### src/rtl/lenet_pkg.sv
// rtl/lenet_pkg.sv - shared window geometry constants and window-generator FSM states
package lenet_pkg;

    localparam int K        = 5;
    localparam int PIX_W    = 8;
    localparam int WIN_TAPS = K * K;
    localparam int WIN_W    = WIN_TAPS * PIX_W;
    localparam int NUM_LB   = K - 1;

    typedef enum logic [1:0] {
        ST_IDLE = 2'd0,
        ST_LOAD = 2'd1,
        ST_DONE = 2'd2
    } win_state_e;

    // Bit offset of window tap (r, c) inside the flattened window bus.
    function automatic int tap_lsb(input int r, input int c);
        return (r * K + c) * PIX_W;
    endfunction

endpackage

### src/rtl/line_buf.sv
// rtl/line_buf.sv - one-row pixel delay, read-before-write at the current column
module line_buf
    import lenet_pkg::*;
#(
    parameter int DEPTH = 32,
    parameter int AW    = (DEPTH > 1) ? $clog2(DEPTH) : 1
) (
    input  logic             clk,
    input  logic             we,
    input  logic [AW-1:0]    addr,
    input  logic [PIX_W-1:0] wdata,
    output logic [PIX_W-1:0] rdata
);

    logic [PIX_W-1:0] mem_q [DEPTH];

    // Reading combinationally returns the pixel written one row ago at this column.
    assign rdata = mem_q[addr];

    // Storage is deliberately unreset so it can map onto RAM.
    always_ff @(posedge clk) begin
        if (we) begin
            mem_q[addr] <= wdata;
        end
    end

endmodule

### src/rtl/conv_window_gen.sv
// rtl/conv_window_gen.sv - streaming 5x5 sliding-window generator for the convolution PE
module conv_window_gen
    import lenet_pkg::*;
#(
    parameter int IMG_W = 32,
    parameter int IMG_H = 32
) (
    input  logic             clk,
    input  logic             rst,
    input  logic             start,
    input  logic             pix_valid,
    input  logic [7:0]       pix_in,
    output logic             pix_ready,
    output logic             win_valid,
    output logic [199:0]     win_out,
    output logic             frame_done
);

    localparam int CW = $clog2(IMG_W);
    localparam int RW = $clog2(IMG_H);

    localparam logic [CW-1:0] COL_LAST = CW'(IMG_W - 1);
    localparam logic [RW-1:0] ROW_LAST = RW'(IMG_H - 1);
    localparam logic [CW-1:0] COL_WIN0 = CW'(K - 1);
    localparam logic [RW-1:0] ROW_WIN0 = RW'(K - 1);

    win_state_e       state_q, state_d;
    logic [CW-1:0]    col_q, col_d;
    logic [RW-1:0]    row_q, row_d;
    logic [WIN_W-1:0] win_reg_q, win_reg_d;
    logic [WIN_W-1:0] win_out_q, win_out_d;
    logic             win_valid_q, win_valid_d;
    logic             frame_done_q, frame_done_d;

    logic             xfer;
    logic             win_complete;
    logic             last_pix;
    logic [PIX_W-1:0] lb_in  [NUM_LB];
    logic [PIX_W-1:0] lb_out [NUM_LB];
    logic [PIX_W-1:0] new_col [K];
    logic [WIN_W-1:0] win_shift;

    assign pix_ready    = (state_q == ST_LOAD);
    assign xfer         = pix_valid & pix_ready;
    assign win_complete = (row_q >= ROW_WIN0) && (col_q >= COL_WIN0);
    assign last_pix     = (row_q == ROW_LAST) && (col_q == COL_LAST);

    assign win_valid  = win_valid_q;
    assign win_out    = win_out_q;
    assign frame_done = frame_done_q;

    // Cascade of row delays: lb0 sees the incoming pixel, each later buffer the previous one's output.
    genvar gi;
    generate
        for (gi = 0; gi < NUM_LB; gi++) begin : g_lb
            if (gi == 0) begin : g_head
                assign lb_in[gi] = pix_in;
            end else begin : g_chain
                assign lb_in[gi] = lb_out[gi-1];
            end
            line_buf #(
                .DEPTH (IMG_W),
                .AW    (CW)
            ) u_line_buf (
                .clk   (clk),
                .we    (xfer),
                .addr  (col_q),
                .wdata (lb_in[gi]),
                .rdata (lb_out[gi])
            );
        end
    endgenerate

    // Incoming column, top (oldest row) to bottom (current pixel).
    always_comb begin
        for (int r = 0; r < K; r++) begin
            new_col[r] = '0;
        end
        new_col[K-1] = pix_in;
        for (int r = 0; r < K - 1; r++) begin
            new_col[r] = lb_out[NUM_LB-1-r];
        end
    end

    // Window after this transfer: columns move left, the new column enters at the right.
    always_comb begin
        win_shift = win_reg_q;
        for (int r = 0; r < K; r++) begin
            for (int c = 0; c < K; c++) begin
                if (c < K - 1) begin
                    win_shift[tap_lsb(r, c) +: PIX_W] = win_reg_q[tap_lsb(r, c + 1) +: PIX_W];
                end else begin
                    win_shift[tap_lsb(r, c) +: PIX_W] = new_col[r];
                end
            end
        end
    end

    // Frame sequencing and raster position tracking.
    always_comb begin
        state_d      = state_q;
        col_d        = col_q;
        row_d        = row_q;
        frame_done_d = 1'b0;
        case (state_q)
            ST_IDLE: begin
                if (start) begin
                    state_d = ST_LOAD;
                    col_d   = '0;
                    row_d   = '0;
                end
            end
            ST_LOAD: begin
                if (xfer) begin
                    if (last_pix) begin
                        state_d = ST_DONE;
                        col_d   = '0;
                        row_d   = '0;
                    end else if (col_q == COL_LAST) begin
                        col_d = '0;
                        row_d = row_q + RW'(1);
                    end else begin
                        col_d = col_q + CW'(1);
                    end
                end
            end
            ST_DONE: begin
                frame_done_d = 1'b1;
                state_d      = ST_IDLE;
            end
            default: begin
                state_d = ST_IDLE;
            end
        endcase
    end

    // Window register advances only on a transfer; the output copy updates only on a complete window.
    always_comb begin
        win_reg_d   = win_reg_q;
        win_out_d   = win_out_q;
        win_valid_d = 1'b0;
        if (xfer) begin
            win_reg_d = win_shift;
            if (win_complete) begin
                win_out_d   = win_shift;
                win_valid_d = 1'b1;
            end
        end
    end

    // State, counters, window and output registers.
    always_ff @(posedge clk or negedge rst) begin
        if (!rst) begin
            state_q      <= ST_IDLE;
            col_q        <= '0;
            row_q        <= '0;
            win_reg_q    <= '0;
            win_out_q    <= '0;
            win_valid_q  <= 1'b0;
            frame_done_q <= 1'b0;
        end else begin
            state_q      <= state_d;
            col_q        <= col_d;
            row_q        <= row_d;
            win_reg_q    <= win_reg_d;
            win_out_q    <= win_out_d;
            win_valid_q  <= win_valid_d;
            frame_done_q <= frame_done_d;
        end
    end

endmodule

### config.mk
export PLATFORM = sky130hd
export DESIGN_NAME = conv_window_gen
export DESIGN_NICKNAME = d
export VERILOG_FILES = /design/src/rtl/lenet_pkg.sv /design/src/rtl/line_buf.sv /design/src/rtl/conv_window_gen.sv
export SDC_FILE = /design/constraint.sdc
export NUM_CORES = 1
export LEC_CHECK = 0
export BUFFER_PORTS_ARGS = -buffer_cell sky130_fd_sc_hd__buf_2
export CELL_PAD_IN_SITES_DETAIL_PLACEMENT = 0
export CELL_PAD_IN_SITES_GLOBAL_PLACEMENT = 2
export CORE_MARGIN = 1.5
export CORE_UTILIZATION = 46
export CTS_CLUSTER_DIAMETER = 100
export DETAILED_ROUTE_END_ITERATION = 16
export GPL_TIMING_DRIVEN = 0
export HOLD_SLACK_MARGIN = 0.05
export PLACE_DENSITY_LB_ADDON = 0.12
export SETUP_SLACK_MARGIN = 0.15
export SKIP_LAST_GASP = 1
export SLEW_MARGIN = 20
export SYNTH_ARGS = -nofsm -noshare
export SYNTH_HDL_FRONTEND = slang
export SYNTH_SLANG_ARGS = --single-unit
### constraint.sdc
create_clock -name clk -period 4.1 [get_ports clk]
set_clock_uncertainty 0.1 [all_clocks]
set_input_delay 0.41 -clock clk [delete_from_list [all_inputs] [get_ports clk]]
set_output_delay 0.41 -clock clk [all_outputs]
set_load 0.005 [all_outputs]
==> out/metrics.yaml, run 1 <==
status:
  status: "finished, final reports clean"
synth:
  yosys_warnings: 0
  avgSynthCellArea_sq_um: 16.7
  synth_seq_area_share_pct: 74.5
  syn_inst: 3213
  ys_top_cells_by_area: "edfxtp_1 (57%), dfrtp_1 (17%), mux2i_1 (9.5%)"
  syn_area_sq_mm: 0.0538
  synth.distinct_cells: 51
  synth-async-reset-ratio_pct: 26.8
  synthTopCellsByCount: "edfxtp_1 (1024), mux2i_1 (512), nand2_1 (409), dfrtp_1 (374), o22ai_1 (234)"
  synth_ff_type: "edfxtp_1"
  yosysTopAreaCellShare_pct: 57.1
  synth_seq_cells: 1398
  synth_fp_nets: 3233
  synth_edf_count: 1024
  yosysTopAreaCell: "edfxtp_1"
  yosysMostFrequentCell: "edfxtp_1"
floorplanning:
  die_h_um: 345
  fp-row-count: 125
  die_w_um: 345
  die_area_sq_mm: 0.119
  pin_count: 215
  core_sq_mm: 0.116
  start_util_pct: 46.4
drt:
  antenna_left: 0
  avgViaCountPerCell: 5.57
  drc: 0
  drtPass1Iterations: 5
  wl_per_cell_um: 27.9
  num_vias: 29442
  wl_um: 148000
  drt_iter0_markers: 2361
placed_design:
  placed_cell_area_sq_mm: 0.0583
  port_buffers: 214
  pre_cts_ws_ns: -0.0141
  hpwlAfterDp_um: 100000
  gp_congestion: 0.816
  placed_cells_incl_taps: 5001
grt:
  antenna_found_initial: 4
  overflow: 0
  grt_pass1_wl_um: 212000
  grt_pass1_vias: 30095
  gr-usage-all-layers_pct: 24.8
  grt_max_degree: 99
cts:
  cts-root-buf: "clkbuf_16"
  cts_setup_buffers: 0
  cts_buffers: 148
  cts_tree: "built"
  clk_latency_ns: 0.77
  clock-sinks: 1398
  cts.path.max_buffers: 3
  htree_levels: 4
  clkTransAtPathRegs_ns: 0.06
sta:
  max_freq_mhz: 258
  period_share_pct: 94.6
  worst_pin_slew_ns: 1.07
  min_period_ns: 3.88
  fin_ws_ns: 0.220
  hold_violations: 0
  finalSetupViolations: 0
  worst_hold_slack_ns: 0.0994
  tns_ns: 0
  slew_headroom_pct: 27.8
  maxSlewViolCount: 0
  grt_setup_unrepaired: "false"
critical_path:
  r2r_setup_slack_ns: 0.22
  cp.arrival_ns: 4.41
  path_max_fanout: 33
  crit_type: "reg -> reg"
  start_kind: "flop"
  worst_ep_required_time_ns: 4.63
  setup.worst_path.end_class: "flop"
cells_and_area:
  layout-drive-gt1-share_pct: 21.7
  fin_util_pct: 54.5
  fillers: 9294
  final_nets: 3653
  final_cell_area_sq_mm: 0.0633
  stdcell_count: 5285
  syn2layout_area_growth_pct: 17.6
power_and_ir_drop:
  power.leakage_nw: 24.1
  fin_total_pwr_mw: 44.1
  max-vdd-ir-drop_uv: 514
  power.density_mw_per_mm2: 697
flow_run:
  drv_cap: 0
worst_hold_path:
  hold_path_class: "in -> async"
==> cells by family after synthesis <==
group	count (synthesis)	synth area share, %
buf+inv	187	2.24
flops	1398	74.5
fa+ha+maj	8	0.186
xor+xnor	2	0.0326
simple gates	604	5.54
compound gates	302	3.76
mux	712	13.7
==> layer usage <==
metal / part of all wire (%) / routed length [um] / global-route usage (%) / vias up
met5: 0 / 0 / 0 / -
li1: - / - / - / 13115
met2: 49 / 72300 / 41.3 / 917
met3: 6.0 / 8790 / 4.45 / 203
met4: 2.6 / 3770 / 7.46 / 0
met1: 43 / 62700 / 33.3 / 15207
==> where the power goes <==
part	internal [mW]	switching, mW	leakage, nW
logic	3.20	7.36	7.62
clock network	7.54	5.44	2.33
registers	19.3	1.23	14.2
total	30.1	14.0	24.1
==> critical path, stage by stage (launching register included) <==
cell	delay, ns
dfrtp_1	0.47
buf_6	0.19
buf_2	0.34
buf_2	0.51
mux2i_1	0.27
o22ai_2	0.10
nor4_2	0.67
nand2_2	0.59
mux2_2	0.46
==> placed cells by master (no fill, tap or decap), types with 8 or more instances in the layout <==
master and count:
clkbuf_8 18, buf_2 295, mux2_2 43, clkinv_2 28, ha_1 8, mux2i_1 512
nor2_1 36, a31oi_1 32, o22ai_1 234, inv_6 8, o22ai_2 22, mux2_1 157
nand2_2 17, buf_12 13, buf_16 38, clkinv_1 16, buf_4 12, buf_6 46
nor4_1 10, edfxtp_1 1024, nand2_1 407, clkbuf_1 67, clkbuf_16 152, nor2_4 28
dfrtp_1 374, nor4_2 47
==> area by class of cell <==
class	count	area [sq um]	area share, %
flip-flops and latches	1398	40100	63.4
multi-input cells	1628	12900	20.3
clock buffers	208	4190	6.63
repair buffers	270	2440	3.85
well taps	1524	1910	3.01
plain buffers	181	1180	1.87
clock inverters	68	553	0.874
inverters	6	22.5	0.0356
diodes	2	5.00	0.00791
==> registers in the layout (all words and copies together), names as in the netlist <==
register / flops
col_q: 5
frame_done: 1
g_lb.u_line_buf.mem_q: 1024
row_q: 5
state_q: 2
win_out: 200
win_reg_q: 160
win_valid: 1
==> worst paths after layout <==
kind | startpoint | to | cells after the start
setup / recovery | col_q[1]$_DFFE_PN0P_ | win_out[158]$_DFFE_PN0P_ | 8
hold / removal | rst | win_out[3]$_DFFE_PN0P_ | 3
setup reg to reg | col_q[1]$_DFFE_PN0P_ | win_out[158]$_DFFE_PN0P_ | 8
hold reg to reg | win_reg_q[169]$_DFFE_PN0P_ | win_reg_q[169]$_DFFE_PN0P_ | 2
max in group asynchronous | rst | win_out[135]$_DFFE_PN0P_ | 6
min in group clk | pix_in[1] | g_lb[0].u_line_buf.mem_q[9][1]$_DFFE_PP_ | 1
==> what timing repair did <==
action | CTS | global route
resized for setup | 7 | 9
endpoints found under the hold margin | 100 | 0
endpoints found under the setup margin | 38 | 14
hold buffers | 6 | 0
Power figures use the tool's default switching activity.
==> run 2: changes to the inputs <==
Settings changed: CAP_MARGIN from default to 20, REMOVE_ABC_BUFFERS from default to 1.
==> run 2 against run 1 <==
Net effect: via count down 2.5%; highest routed layer unchanged; routed wire length down 11%; sequential power about the same; sequential share of layout area down 0.20 points; largest cell class unchanged; critical path depth up 2; largest power group unchanged; utilization up 0.19 points.
==> out/metrics.yaml, run 2 (synthesis results as in run 1) <==
sta:
  finalSetupViolations: 0
  grt_setup_unrepaired: "true"
  fin_ws_ns: 0.303
  period_share_pct: 92.6
  slew_headroom_pct: 31.9
  maxSlewViolCount: 0
  worst_pin_slew_ns: 1.01
  max_freq_mhz: 263
  min_period_ns: 3.80
  hold_violations: 0
cts:
  htree_levels: 4
  cts_tree: "built"
  clk_latency_ns: 0.75
  cts-root-buf: "clkbuf_16"
  cts.path.max_buffers: 3
  clkTransAtPathRegs_ns: 0.06
  cts_buffers: 146
  cts_setup_buffers: 0
  clock-sinks: 1398
drt:
  drt_iter0_markers: 2197
  antenna_left: 0
  drtPass1Iterations: 5
  avgViaCountPerCell: 5.57
  drc: 0
  num_vias: 28699
  wl_per_cell_um: 25.5
  wl_um: 131000
grt:
  overflow: 0
  gr-usage-all-layers_pct: 22.1
  grt_pass1_vias: 29289
  grt_max_degree: 94
  antenna_found_initial: 2
  grt_pass1_wl_um: 193000
critical_path:
  worst_ep_required_time_ns: 4.63
  r2r_setup_slack_ns: 0.30
  r2r_cells: 10
  path_max_fanout: 44
  crit-reg2reg-launch: "col_q[1]$_DFFE_PN0P_"
  crit_path_end: "win_out[74]$_DFFE_PN0P_"
  start_kind: "flop"
  setup.worst_path.end_class: "flop"
  crit_start: "col_q[1]$_DFFE_PN0P_"
  crit_type: "reg -> reg"
  r2r-end: "win_out[74]$_DFFE_PN0P_"
  cp.arrival_ns: 4.32
floorplanning:
  pin_count: 215
  die_h_um: 345
  start_util_pct: 46.4
  die_w_um: 345
  die_area_sq_mm: 0.119
  core_sq_mm: 0.116
  fp-row-count: 125
power_and_ir_drop:
  p_int_mw: 30.5
  swShare_pct: 29.2
  power_frac_comb_pct: 22.0
  power.density_mw_per_mm2: 679
  power.switching_mw: 12.6
  power.leakage_nw: 24.0
  p_seq_share_pct: 47.4
  fin_total_pwr_mw: 43.1
  pwr-share-clk_pct: 30.7
  max-vdd-ir-drop_uv: 512
placed_design:
  gp_congestion: 0.736
  placed_cells_incl_taps: 4872
  hpwlAfterDp_um: 82000
  pre_cts_ws_ns: -0.193
  port_buffers: 214
cells_and_area:
  max_flop_register: "g_lb.u_line_buf.mem_q"
  diodes: 0
  stdcell_count: 5154
  syn2layout_area_growth_pct: 18.0
  final_common_cell: "edfxtp_1"
  largest_register_ffs: 1024
  fillers: 9162
  layout-drive-gt1-share_pct: 20.2
  final_cell_mix: "edfxtp_1 (1024), mux2i_1 (512), nand2_1 (406)"
  final_nets: 3530
status:
  status: "finished, final reports clean"
flow_run:
  drv_cap: 0
worst_hold_path:
  hold_path_class: "in -> reg"
-- run 2: power groups by stage --
| stage | sequential, mW | combinational [mW] | clock [mW] |
|---|---|---|---|
| 6_report | 20.4 | 9.47 | 13.2 |
| 5_1_grt | 20.7 | 10.4 | 14.1 |
| 4_1_cts | 20.5 | 9.56 | 13.6 |
| 3_5_place_dp | 20.7 | 9.49 | 0 |
| 3_3_place_gp | 20.4 | 8.00 | 0 |
| 2_1_floorplan | 19.6 | 4.93 | 0 |
-- run 2: timing repair --
action                                 in CTS  in global routing
gates resized for setup                     8                  5
cloned                                      1                  1
hold buffers                               11                  0
pin swaps                                   0                  1
setup endpoints to repair                  70                 40
endpoints found under the hold margin     260                  0
-- run 2: worst min path at each step --
stage	slack, ns	from	endpoint	depth (start not counted)
3_5_place_dp	0.21	rst	win_out[166]$_DFFE_PN0P_	1
4_1_cts	0.06	pix_valid	col_q[1]$_DFFE_PN0P_	4
5_1_grt	0.10	pix_valid	win_reg_q[108]$_DFFE_PN0P_	4
6_report	0.10	pix_valid	col_q[1]$_DFFE_PN0P_	4
3_3_place_gp	0.36	win_reg_q[170]$_DFFE_PN0P_	win_reg_q[170]$_DFFE_PN0P_	2
2_1_floorplan	0.01	rst	col_q[0]$_DFFE_PN0P_	0
-- run 2: metrics by stage --
step	TNS (ns)	util (%)	hold WS, ns	area, sq um
floorplan	-	-	0.0144	52600
global placement	-	47.9	0.355	55600
detailed placement	-3.57	50.3	0.215	58400
CTS	0	54.6	0.0600	63400
global route	0	54.7	0.105	63500
finish	0	54.7	0.102	63500
-- run 2: critical path: stages, from the launching register on --
cell and delay (ns):
dfrtp_4 0.60, buf_16 0.29, buf_16 0.32, buf_16 0.25, buf_16 0.31, buf_16 0.30
mux2i_1 0.24, o22ai_1 0.14, nor4_4 0.37, nand2_4 0.25, mux2_2 0.36
-- run 2: layout make-up --
type	instances	area, sq um	area share [%]
Clock buffer	204	4150	6.53
Timing Repair Buffer	329	3660	5.76
Clock inverter	64	694	1.09
Sequential cell	1398	40100	63.2
Inverter	6	22.5	0.0355
Tap cell	1524	1910	3.00
Multi-Input combinational cell	1629	12900	20.4
-- run 2: per-layer routing --
layer | part of all wire, % | vias up | track usage [%]
met5 | 0 | - | 0
met4 | 2.6 | 0 | 7.02
met3 | 5.2 | 215 | 3.51
met2 | 50 | 754 | 37.6
met1 | 42 | 14859 | 29.1
li1 | - | 12871 | -
==> run 3: changes to the inputs <==
Settings changed: CORE_UTILIZATION 46 to 47, PLACE_DENSITY from default to 0.83, PLACE_DENSITY_LB_ADDON 0.12 to default, SYNTH_HIERARCHICAL from default to 1.
==> run 3 against run 2 <==
Net effect: routed wire length fell by 13%; count of clock-buffer cells in the layout fell by 18; synthesized cell count fell by 3.2%; worst setup slack got worse by 0.096 ns; sequential share of layout area rose by 0.69 points; synthesized area rose by 1.2%; global-route usage fell by 2.7 points; critical path depth did not move; maximum frequency fell by 2.5%; register-to-register slack got worse by 0.096 ns; non-clock buffer count fell by 47; clock power barely moved; critical path type unchanged; critical endpoint is now win_out[117]$_DFFE_PN0P_; largest power group unchanged.
==> out/metrics.yaml, run 3 <==
power_and_ir_drop:
  max-vdd-ir-drop_uv: 497
  power.density_mw_per_mm2: 813
  power.leakage_nw: 22.7
synth:
  ys_top_cells_by_area: "edfxtp_1 (56%), dfrtp_1 (17%), mux2i_1 (9.5%)"
  synth_seq_cells: 1398
  syn_inst: 3109
  yosysTopAreaCellShare_pct: 56.5
  synthTopCellsByCount: "edfxtp_1 (1024), mux2i_1 (515), dfrtp_1 (374), o22ai_1 (252)"
  syn_area_sq_mm: 0.0545
  synth_edf_count: 1024
  yosysMostFrequentCell: "edfxtp_1"
  synth-async-reset-ratio_pct: 26.8
  synth_ff_type: "edfxtp_1"
  avgSynthCellArea_sq_um: 17.5
  yosys_warnings: 6
  synth_seq_area_share_pct: 73.6
  synth.distinct_cells: 44
  yosysTopAreaCell: "edfxtp_1"
critical_path:
  crit_type: "reg -> reg"
  crit-reg2reg-launch: "col_q[1]$_DFFE_PN0P_"
  crit_start: "col_q[1]$_DFFE_PN0P_"
  setup.worst_path.end_class: "flop"
  crit_path_end: "win_out[117]$_DFFE_PN0P_"
  r2r-end: "win_out[117]$_DFFE_PN0P_"
  r2r_cells: 10
  r2r_setup_slack_ns: 0.21
  worst_ep_required_time_ns: 4.63
  cp.arrival_ns: 4.43
  start_kind: "flop"
  path_max_fanout: 44
drt:
  wl_um: 115000
  wl_per_cell_um: 23.0
  drt_iter0_markers: 2284
  antenna_left: 0
  drtPass1Iterations: 5
  avgViaCountPerCell: 5.66
  num_vias: 28250
  drc: 0
cells_and_area:
  regArea_sq_mm: 0.0401
  syn2layout_area_growth_pct: 15.3
  layout-drive-gt1-share_pct: 21.9
  final_nets: 3373
  max_flop_register: "g_lb.u_line_buf/mem_q"
  final_common_cell: "edfxtp_1"
  final_cell_mix: "edfxtp_1 (1024), mux2i_1 (515), dfrtp_1 (369)"
  multi_input_area_sq_mm: 0.0136
  largest_register_ffs: 1024
  fillers: 8805
cts:
  cts.path.max_buffers: 3
  clkTransAtPathRegs_ns: 0.06
  clk_latency_ns: 0.75
  htree_levels: 4
  cts_tree: "built"
  cts_buffers: 144
  cts-root-buf: "clkbuf_16"
  clock-sinks: 1398
grt:
  grt_max_degree: 100
  antenna_found_initial: 7
  grt_pass1_vias: 29127
  overflow: 0
  grt_pass1_wl_um: 174000
  gr-usage-all-layers_pct: 19.4
worst_hold_path:
  hold_path_class: "in -> async"
floorplanning:
  start_util_pct: 47.5
  fp-row-count: 124
  die_h_um: 343
  die_area_sq_mm: 0.118
  die_w_um: 343
  pin_count: 215
  core_sq_mm: 0.115
sta:
  tns_ns: 0
  grt_setup_unrepaired: "false"
  worst_hold_slack_ns: 0.148
  min_period_ns: 3.89
  slew_headroom_pct: 31.9
  max_freq_mhz: 257
  worst_pin_slew_ns: 1.01
  hold_violations: 0
  period_share_pct: 94.9
  maxSlewViolCount: 0
  finalSetupViolations: 0
status:
  status: "finished, final reports clean"
placed_design:
  port_buffers: 214
  gp_congestion: 0.772
  hpwlAfterDp_um: 71300
flow_run:
  drv_cap: 0
-- run 3: cell types whose count changed in the layout (fill, tap and decap cells not counted), moves of 20 or more --
| cell | change |
|---|---|
| buf_16 | -33 |
| nand2_1 | -384 |
| nand4bb_1 | +20 |
| nor4_1 | +29 |
| mux2_1 | +23 |
| a31oi_1 | -27 |
| buf_12 | -37 |
| mux2_2 | +137 |
| nor4_2 | -37 |
| nor2_1 | +82 |
| nor2_4 | -28 |
-- run 3: how the worst min path moves through the flow --
stage               slack (ns)  cells past startpoint               startpoint                                         to
floorplan                 0.01                      0                      rst                       col_q[0]$_DFFE_PN0P_
global placement          0.36                      1  win_out[16]$_DFFE_PN0P_                    win_out[16]$_DFFE_PN0P_
detailed placement        0.35                      1                      rst                     win_out[2]$_DFFE_PN0P_
CTS                       0.11                      1                pix_in[2]  g_lb[0].u_line_buf/mem_q[18][2]$_DFFE_PP_
global route              0.17                      2                      rst                     win_out[2]$_DFFE_PN0P_
finish                    0.15                      2                      rst                     win_out[2]$_DFFE_PN0P_
-- run 3: layer usage --
metal | share of wire, % | vias to the layer above | wire, um | GRT usage, %
li1 | - | 12698 | - | -
met1 | 41 | 14548 | 47500 | 25.2
met2 | 50 | 813 | 57800 | 32.9
met3 | 5.8 | 191 | 6670 | 3.52
met4 | 2.5 | 0 | 2830 | 6.64
met5 | 0 | - | 0 | 0
-- run 3: logic make-up (layout without fill, tap and decap cells) --
kind of cell	after synthesis	in the layout	synth area share, %
AO/OA/AOI/OAI	272	272	3.16
AND/OR/NAND/NOR	369	370	3.96
flip-flops	1398	1398	73.6
buffers and inverters	189	555	2.20
other	0	1	0
adder cells (fa/ha/maj)	6	6	0.138
multiplexers	875	875	16.9
-- run 3: cell type report --
type	instances	share of cell area, %
Tap cell	1512	3.01
Sequential cell	1398	63.9
Timing Repair Buffer	282	3.68
Antenna cell	1	0.00398
Multi-Input combinational cell	1523	21.6
Clock buffer	186	6.33
Inverter	6	0.0358
Clock inverter	81	1.45
-- run 3: power by group --
group / internal [mW] / switching (mW)
sequential: 20.9 / 1.30
clock: 7.96 / 5.33
combinational: 5.65 / 9.90
total: 34.6 / 16.5
-- run 3: stage by stage --
stage	cell area (sq um)	power, mW	instances	util (%)	setup slack, ns
after floorplan	53300	29.4	2926	-	-16.38
after global placement	56300	33.8	4652	49.1	-25.68
after detailed placement	57500	37.8	4707	50.1	-0.872
after CTS	62700	51.4	4982	54.7	0.114
after global routing	62800	53.3	4988	54.8	0.161
final	62800	51.1	4989	54.8	0.207
-- run 3: repair_timing --
item,4_1_cts,5_1_grt
buffers inserted,4,5
resized for setup,31,13
hold buffers,4,0
endpoints found under the hold margin,88,0
cloned,0,1
pin swaps,1,2
endpoints found under the setup margin,649,118
-- run 3: critical path: stages (launching register included) --
cell	delay [ns]
dfrtp_4	0.53
buf_16	0.28
buf_12	0.25
buf_16	0.28
buf_12	0.28
mux2i_1	0.23
o22ai_1	0.15
nor4_1	0.78
nand2_2	0.23
buf_12	0.23
mux2_1	0.31
